===== src/rtl/reset_seq_pkg.sv =====
`default_nettype none
// ============================================================================
// Module   : reset_seq_pkg
// Brief    : Shared types and default parameter values for the ordered
//            reset-release sequencer.
// Revision : 1.0 - initial release
// ============================================================================
package reset_seq_pkg;

  // Sequencer states
  typedef enum logic [1:0] {
    HOLD     = 2'd0,
    WAIT_ACK = 2'd1,
    DONE     = 2'd2,
    ERROR    = 2'd3
  } state_t;

  localparam int c_DEF_N_STAGES    = 4;
  localparam int c_DEF_STAGE_DELAY = 8;
  localparam int c_DEF_ACK_TIMEOUT = 64;

  // Width of a stage index; never narrower than one bit
  function automatic int idx_width(input int n);
    return (n > 2) ? $clog2(n) : 1;
  endfunction

endpackage : reset_seq_pkg
`default_nettype wire


===== src/rtl/reset_seq.sv =====
`default_nettype none
// ============================================================================
// Module   : reset_seq
// Brief    : Releases N_STAGES downstream reset domains one at a time. Each
//            stage is held for STAGE_DELAY edges, released, then must report
//            ready within ACK_TIMEOUT edges (0 = no limit) before the next
//            stage starts. A missing ack parks the sequencer in ERROR.
// Revision : 1.0 - initial release
// ============================================================================
module reset_seq
  import reset_seq_pkg::*;
#(
  parameter int  N_STAGES    = c_DEF_N_STAGES,
  parameter int  STAGE_DELAY = c_DEF_STAGE_DELAY,
  parameter int  ACK_TIMEOUT = c_DEF_ACK_TIMEOUT,
  localparam int IDX_W       = idx_width(N_STAGES)
) (
  input  logic                clock,
  input  logic                reset,
  output logic [N_STAGES-1:0] stage_reset,
  input  logic [N_STAGES-1:0] stage_ready,
  input  logic                soft_req,
  output logic                seq_done,
  output logic                seq_error,
  output logic [IDX_W-1:0]    err_stage
);

  // Terminal counts compare against cnt before it increments, hence the -1
  localparam logic [31:0]      c_HOLD_LAST   = 32'(STAGE_DELAY - 1);
  localparam logic [31:0]      c_ACK_LAST    = 32'(ACK_TIMEOUT - 1);
  localparam logic [IDX_W-1:0] c_LAST_IDX    = IDX_W'(N_STAGES - 1);
  localparam bit               c_HAS_TIMEOUT = (ACK_TIMEOUT > 0);

  state_t              r_state;
  state_t              w_state_nxt;
  logic [IDX_W-1:0]    r_idx;
  logic [IDX_W-1:0]    w_idx_nxt;
  logic [31:0]         r_cnt;
  logic [31:0]         w_cnt_nxt;
  logic [N_STAGES-1:0] r_stage_reset;
  logic [N_STAGES-1:0] w_stage_reset_nxt;
  logic                r_seq_done;
  logic                w_seq_done_nxt;
  logic                r_seq_error;
  logic                w_seq_error_nxt;
  logic [IDX_W-1:0]    r_err_stage;
  logic [IDX_W-1:0]    w_err_stage_nxt;
  logic                w_ready;
  logic                w_restart;

  // Only the ack of the stage currently being waited on matters
  assign w_ready   = stage_ready[r_idx];
  // A re-run request is only meaningful once the sequence has finished
  assign w_restart = soft_req && ((r_state == DONE) || (r_state == ERROR));

  // Next-state and next-output computation for the release sequence
  always_comb begin
    w_state_nxt       = r_state;
    w_idx_nxt         = r_idx;
    w_cnt_nxt         = r_cnt;
    w_stage_reset_nxt = r_stage_reset;
    w_seq_done_nxt    = r_seq_done;
    w_seq_error_nxt   = r_seq_error;
    w_err_stage_nxt   = r_err_stage;

    unique case (r_state)
      HOLD: begin
        if (r_cnt == c_HOLD_LAST) begin
          w_stage_reset_nxt[r_idx] = 1'b0;
          w_cnt_nxt                = '0;
          w_state_nxt              = WAIT_ACK;
        end else begin
          w_cnt_nxt = r_cnt + 32'd1;
        end
      end
      WAIT_ACK: begin
        // Ready is tested first so an ack on the timeout edge still wins
        if (w_ready) begin
          w_cnt_nxt = '0;
          if (r_idx == c_LAST_IDX) begin
            w_state_nxt    = DONE;
            w_seq_done_nxt = 1'b1;
          end else begin
            w_idx_nxt   = r_idx + 1'b1;
            w_state_nxt = HOLD;
          end
        end else if (c_HAS_TIMEOUT && (r_cnt == c_ACK_LAST)) begin
          w_state_nxt     = ERROR;
          w_seq_error_nxt = 1'b1;
          w_err_stage_nxt = r_idx;
        end else begin
          w_cnt_nxt = r_cnt + 32'd1;
        end
      end
      DONE: begin
        w_stage_reset_nxt = '0;
        w_seq_done_nxt    = 1'b1;
      end
      ERROR: begin
        w_seq_error_nxt = 1'b1;
      end
      default: begin
        w_state_nxt = HOLD;
      end
    endcase

    // Re-run looks exactly like a fresh reset release
    if (w_restart) begin
      w_state_nxt       = HOLD;
      w_idx_nxt         = '0;
      w_cnt_nxt         = '0;
      w_stage_reset_nxt = '1;
      w_seq_done_nxt    = 1'b0;
      w_seq_error_nxt   = 1'b0;
      w_err_stage_nxt   = '0;
    end
  end

  // State and output registers; reset overrides every other input
  always_ff @(posedge clock) begin
    if (reset) begin
      r_state       <= HOLD;
      r_idx         <= '0;
      r_cnt         <= '0;
      r_stage_reset <= '1;
      r_seq_done    <= 1'b0;
      r_seq_error   <= 1'b0;
      r_err_stage   <= '0;
    end else begin
      r_state       <= w_state_nxt;
      r_idx         <= w_idx_nxt;
      r_cnt         <= w_cnt_nxt;
      r_stage_reset <= w_stage_reset_nxt;
      r_seq_done    <= w_seq_done_nxt;
      r_seq_error   <= w_seq_error_nxt;
      r_err_stage   <= w_err_stage_nxt;
    end
  end

  assign stage_reset = r_stage_reset;
  assign seq_done    = r_seq_done;
  assign seq_error   = r_seq_error;
  assign err_stage   = r_err_stage;

endmodule : reset_seq
`default_nettype wire


===== config.mk =====
export PLATFORM = sky130hd
export DESIGN_NAME = reset_seq
export DESIGN_NICKNAME = d
export VERILOG_FILES = /design/src/rtl/reset_seq_pkg.sv /design/src/rtl/reset_seq.sv
export SDC_FILE = /design/constraint.sdc
export NUM_CORES = 1
export LEC_CHECK = 0
export ABC_AREA = 1
export CORE_UTILIZATION = 55
export DETAILED_ROUTE_END_ITERATION = 7
export GPL_TIMING_DRIVEN = 1
export PLACE_DENSITY = 0.74
export SETUP_SLACK_MARGIN = 0.2
export SLEW_MARGIN = 20
export SYNTH_ARGS = -nofsm -noshare
export SYNTH_HDL_FRONTEND = slang
export SYNTH_SLANG_ARGS = --single-unit

===== constraint.sdc =====
create_clock -name clock -period 2.3 [get_ports clock]
set_clock_uncertainty 0.1 [all_clocks]
set_input_delay 0.345 -clock clock [delete_from_list [all_inputs] [get_ports clock]]
set_output_delay 0.345 -clock clock [all_outputs]
set_load 0.05 [all_outputs]

==> results of run 1 <==
cells in the mapped netlist:
cell / instances
nand2_4: 2
nand3_1: 63
nor3_1: 2
o211ai_1: 5
nand3_4: 1
nand2_2: 3
nor2_2: 1
xor2_1: 5
o21ai_0: 12
xnor2_1: 1
nand4_1: 10
a21oi_1: 37
nand2_1: 181
clkbuf_1: 8
buf_2: 3
nor2_1: 98
buf_6: 4
clkinv_2: 1
dfxtp_1: 44
inv_2: 3
buf_4: 1
nor2_4: 3
inv_1: 56
ha_1: 5
report_power, final:
| group | leakage (nW) | internal (mW) | switching [mW] |
|---|---|---|---|
| Sequential | 0.356 | 0.777 | 0.0176 |
| Clock | 0.0552 | 0.323 | 0.290 |
| Combinational | 0.994 | 0.0606 | 0.110 |
| Total | 1.40 | 1.16 | 0.417 |
metal layers:
layer / global-route usage (%) / vias up / wire length [um]
li1: - / 1757 / -
met1: 41.5 / 1557 / 4110
met2: 51.2 / 116 / 3980
met3: 6.12 / 24 / 540
met4: 11.9 / 0 / 285
met5: 0 / - / 0
registers in the layout, summed over array words and instances (netlist names):
register / cells
r_cnt: 32
stage_reset: 4
err_stage: 2
r_idx: 2
r_state: 2
seq_done: 1
seq_error: 1
worst paths after layout:
kind | endpoint | slack [ns]
worst min register to register | err_stage[1] | 0.38
worst max register to register | r_cnt[15] | 0.32
worst max-delay path | r_cnt[15] | 0.32
worst min-delay path | err_stage[1] | 0.38
per-stage QoR:
stage | util [%] | instances | cell area [um^2] | setup slack (ns) | power [mW]
6_report | 63.3 | 635 | 3480 | 0.321 | 1.58
2_1_floorplan | - | 549 | 3140 | 0.497 | 0.922
5_1_grt | 63.3 | 635 | 3480 | 0.216 | 1.65
4_1_cts | 62.8 | 635 | 3460 | 0.218 | 1.57
3_3_place_gp | 60.8 | 627 | 3350 | 0.211 | 0.968
3_5_place_dp | 60.8 | 627 | 3350 | 0.136 | 0.970
worst min-delay path, stage by stage (launching register included):
cell,delay [ns]
dfxtp_1,0.31
o21ai_0,0.07
a21oi_1,0.06
area by class of cell:
type	count	area (um^2)
tap	72	90.1
inverter	60	226
fill	549	2020
multi-input combinational	429	1970
clock buffer	6	72.6
timing repair buffer	22	213
sequential	44	882
clock inverter	2	35.0
timing repair:
action | CTS | global route
hold endpoints to repair | 0 | 0
resized for setup | 1 | 7
setup endpoints to repair | 2 | 37
buffers inserted | 0 | 0
pin swaps | 0 | 0
kinds of logic after synthesis:
kind of cell    share of synthesized area (%)
buf+inv                                  10.3
simple gates                             48.9
flops                                    28.1
xor+xnor                                 1.68
fa+ha+maj                                1.99
compound gates                           9.02
==> out/results.txt, run 1 <==
status -> finished clean
beginning of the critical path -> r_cnt[3]
CP most frequent cell -> nand2_1
crit path capture type -> register
ANT nets after route -> 0
clock sink count -> 44
Final Setup Violations -> 0
IO Count -> 15
top cells by area, synth -> dfxtp_1 (28%), nand2_1 (22%), nor2_1 (12%)
cts bufs inserted -> 5
RSZ-0062 raised after global routing -> false
clock period minus worst slack -> 1.98 ns
initial DRC count -> 269
worst path arrival time -> 2.04 ns
gr usage total -> 31.7%
Worst R2R Start -> r_cnt[3]
Slew @ Worst Pin -> 0.653 ns
Hold Crit Start -> err_stage[1]
Max-Cap Viols -> 0
Nets -> 574
Initial Util -> 57.0%
Site Rows -> 27
commonest non-fill, non-tap cell in the layout -> nand2_1
sequential-to-total area share from yosys stat -> 28.1%
CTS clock-pin slew for the worst setup and hold paths -> 0.09 ns
FF+latch count, synth -> 44
global route overflow -> 0
CTS tree -> built
YS warnings -> 0
Final HPWL DP -> 6680 um
CP top delay family -> simple AND/OR/NAND/NOR gates
setup_tns -> 0 ns
Worst Hold Class -> reg -> reg
critical path launch point type -> register
Final Hold Slack -> 0.376 ns
Worst slew margin -> 56.4%
P_leak -> 1.40 nW
Final Hold Vio Count -> 0
CTS root buffer -> clkbuf_8
crit-path max cell delay -> 0.47 ns
worst hold stages -> 2
ANT cells -> 0
area grow syn2layout -> 11.1%
via density per instance -> 5.44
pwr/cell area -> 453 nW/um^2
I/O Buffers -> 14
Die W -> 77.5 um
CTS max path bufs -> 2
Routed WL -> 8920 um
WL/cell -> 14.1 um
number of global-route vias before repair -> 3148
crit-path max FO -> 6
Post-Synthesis Cell Area -> 3140 um^2
post-synth top area cell -> dfxtp_1
die area -> 6010 um^2
Post-CTS Hold Buffers -> 0
fraction of layout cells with a size suffix above 1 -> 6.39%
buffer and inverter count on the worst path -> 0
initial antenna violation count -> 0
Post-Syn Area per Cell -> 5.71 um^2
die height -> 77.5 um
Net Count, Synth -> 561
First-pass DRT Iterations -> 5
fin crit share -> 86.0%
Unique masters post-synth -> 24
Crit path depth -> 9
routability cong. -> 0.975
Skew-Pair Late Insertion Delay -> 0.31 ns
WS Path Type -> reg -> reg
maximum clock frequency -> 505 MHz
Pins Over Slew Limit -> 0
first-pass GRT wire length -> 15000 um
maximum vdd drop -> 0.347 mV
largest net degree at the start of global routing -> 32
CP Cell Sequence -> nand2_1 > nor2_1 > nand2_1 > nor2_1 > nand2_1 > nand2_1 > a21oi_1 > nand2_1 > a21oi_1
worst reg2reg path depth -> 9
Post-Syn Instances -> 549
Clock H-tree levels -> 2
vias -> 3454
slowest CP cell -> dfxtp_1
share of Yosys cell area claimed by the top area cell type -> 28.1%
most frequent cells in the layout -> nand2_1 (181), nor2_1 (95), nand3_1 (62)
remaining routing DRC violations -> 0
Core Box Area -> 5510 um^2
Worst Path Required -> 2.36 ns
No activity file was read; power rests on OpenSTA's default activity.
==> run 2: changes to the inputs <==
- HOLD_SLACK_MARGIN: unset -> 0.15
- MAX_ROUTING_LAYER: unset -> met4
- RECOVER_POWER: unset -> 50
==> run 2 against run 1 <==
Wire length rose by 4.1%; maximum frequency fell by 3.8%; worst hold slack improved by 0.013 ns; utilization rose by 0.48 points; worst setup slack got worse by 0.079 ns; clock-buffer cell count did not move; largest cell class unchanged; largest power group unchanged; highest routed layer unchanged.
==> out/results.txt, run 2 (synthesized netlist as in run 1, its figures left out) <==
via density per instance -> 5.49 (+0.94%)
Routed WL -> 9290 um (+4.1%)
setup_tns -> 0 ns (unchanged)
status -> finished clean
critical path launch point type -> register
P_leak -> 1.43 nW (+1.5%)
slowest CP cell -> dfxtp_1
initial DRC count -> 244 (-9.3%)
postcts setup bufs -> 0 (unchanged)
die height -> 77.5 um (unchanged)
cts bufs inserted -> 5 (unchanged)
most frequent cells in the layout -> nand2_1 (180), nor2_1 (96), nand3_1 (62)
Core Box Area -> 5510 um^2 (unchanged)
ANT nets after route -> 0 (unchanged)
fraction of layout cells with a size suffix above 1 -> 6.89% (+0.50 points)
WS Path Type -> reg -> reg
routability cong. -> 0.997 (+2.3%)
I/O Buffers -> 14 (unchanged)
placed cells -> 630 (+0.48%)
worst reg2reg path depth -> 8 (-1)
CTS max path bufs -> 2 (unchanged)
worst path arrival time -> 2.19 ns (+0.15 ns)
buffer and inverter count on the worst path -> 2 (+2)
CP top delay family -> simple AND/OR/NAND/NOR gates
CTS tree -> built
worst reg-to-reg setup slack -> 0.24 ns (-0.08 ns)
GRT busiest layer -> met2
Site Rows -> 27 (unchanged)
maximum clock frequency -> 486 MHz (-3.8%)
CTS root buffer -> clkbuf_8
Final Hold Vio Count -> 0 (unchanged)
Worst Hold Class -> reg -> reg
Skew-Pair Late Insertion Delay -> 0.31 ns (about the same)
met3 Resource Use GR -> 4.59% (-1.5 points)
Worst Hold End -> seq_error
Initial Util -> 57.0% (unchanged)
fin crit share -> 89.5% (+3.4 points)
Nets -> 577 (+0.52%)
max FFs per register -> 32 (unchanged)
Clock H-tree levels -> 2 (unchanged)
Final HPWL DP -> 6980 um (+4.6%)
beginning of the critical path -> r_idx[0]
pwr/cell area -> 461 nW/um^2 (+1.8%)
vias -> 3503 (+1.4%)
Worst Path Required -> 2.43 ns (+0.07 ns)
first-pass GRT wire length -> 15600 um (+3.8%)
Worst R2R Start -> r_idx[0]
maximum vdd drop -> 0.423 mV (+22%)
CP most frequent cell -> nand2_1
Worst slew margin -> 55.9% (-0.56 points)
Largest Register -> r_cnt
crit-path max FO -> 14 (+8)
met2 GRT Util -> 54.2% (+3.1 points)
commonest non-fill, non-tap cell in the layout -> nand2_1
clock sink count -> 44 (unchanged)
RSZ-0062 raised after global routing -> true
final std cells w/o fill -> 638 (+0.47%)
area grow syn2layout -> 11.9%
CTS clock-pin slew for the worst setup and hold paths -> 0.09 ns (about the same)
First-pass DRT Iterations -> 5 (unchanged)
worst hold stages -> 2 (unchanged)
number of global-route vias before repair -> 3280 (+4.2%)
IO Count -> 15 (unchanged)
WL/cell -> 14.6 um (+3.6%)
global route overflow -> 0 (unchanged)
Final Setup Violations -> 0 (unchanged)
Pins Over Slew Limit -> 0 (unchanged)
M1 GR Usage -> 43.2% (+1.7 points)
remaining routing DRC violations -> 0 (unchanged)
ANT cells -> 0 (unchanged)
clock period minus worst slack -> 2.06 ns (+0.0787 ns)
largest net degree at the start of global routing -> 21 (-34%)
gr usage total -> 34.0% (+2.4 points)
Hold Crit Start -> seq_error
crit path capture type -> register
CP Cell Sequence -> inv_1 > nand2_1 > nand3_1 > nand2_1 > inv_1 > a21oi_1 > nand2_1 > a21oi_1
Slew @ Worst Pin -> 0.661 ns (+0.00840 ns)
crit-path max cell delay -> 0.44 ns (-0.03 ns)
initial antenna violation count -> 0 (unchanged)
die area -> 6010 um^2 (unchanged)
Max-Cap Viols -> 0 (unchanged)
Worst R2R End -> r_cnt[15]
Die W -> 77.5 um (unchanged)
-- run 2: cell count changes in the layout (fill, tap and decap cells not counted), sizes merged --
cell,delta
clkdlybuf4s50,-8
dlygate4sd3,+8
buf,+3
-- run 2: worst max-delay path by stage --
stage | to | cells after the start | slack (ns)
finish | r_cnt[15] | 8 | 0.24
global route | r_cnt[9] | 8 | 0.09
CTS | r_cnt[31] | 10 | 0.20
detailed placement | r_cnt[10] | 10 | 0.12
global placement | r_cnt[31] | 10 | 0.15
floorplan | r_cnt[1] | 11 | 0.50
-- run 2: power breakdown --
| group | switching [mW] | internal, mW | leakage [nW] |
|---|---|---|---|
| clock | 0.295 | 0.356 | 0.0614 |
| combinational | 0.112 | 0.0604 | 1.01 |
| sequential | 0.0183 | 0.776 | 0.355 |
-- run 2: final cells by class --
class	instances	area [um^2]
inverters	60	226
flip-flops and latches	44	881
fillers	550	2000
repair buffers	25	226
well taps	72	90.1
clock inverters	2	38.8
multi-input cells	429	1970
clock buffers	6	82.6
-- run 2: what timing repair did --
item | in CTS | in global routing
hold buffers | 0 | 0
gates resized for setup | 0 | 9
setup endpoints to repair | 0 | 35
-- run 2: metrics by stage --
stage / area, um^2 / worst slack (ns) / power, mW / hold slack, ns / util, %
after floorplan: 3140 / 0.497 / 0.922 / 0.388 / -
after global placement: 3360 / 0.154 / 0.971 / 0.373 / 60.9
after detailed placement: 3360 / 0.121 / 0.974 / 0.375 / 60.9
after CTS: 3480 / 0.203 / 1.61 / 0.400 / 63.1
after global routing: 3510 / 0.0896 / 1.67 / 0.414 / 63.8
final: 3510 / 0.242 / 1.62 / 0.389 / 63.8
-- run 2: routing by layer --
| layer | vias up | routed length [um] |
|---|---|---|
| met1 | 1585 | 4220 |
| met5 | - | 0 |
| met4 | 0 | 240 |
| met2 | 133 | 4230 |
| met3 | 22 | 606 |
| li1 | 1763 | - |
-- run 2: worst register-to-register path, stage by stage, from the launching register on --
cell,delay (ns)
dfxtp_1,0.44
inv_1,0.14
nand2_1,0.08
nand3_1,0.07
nand2_1,0.35
inv_1,0.36
a21oi_1,0.25
nand2_1,0.07
a21oi_1,0.12
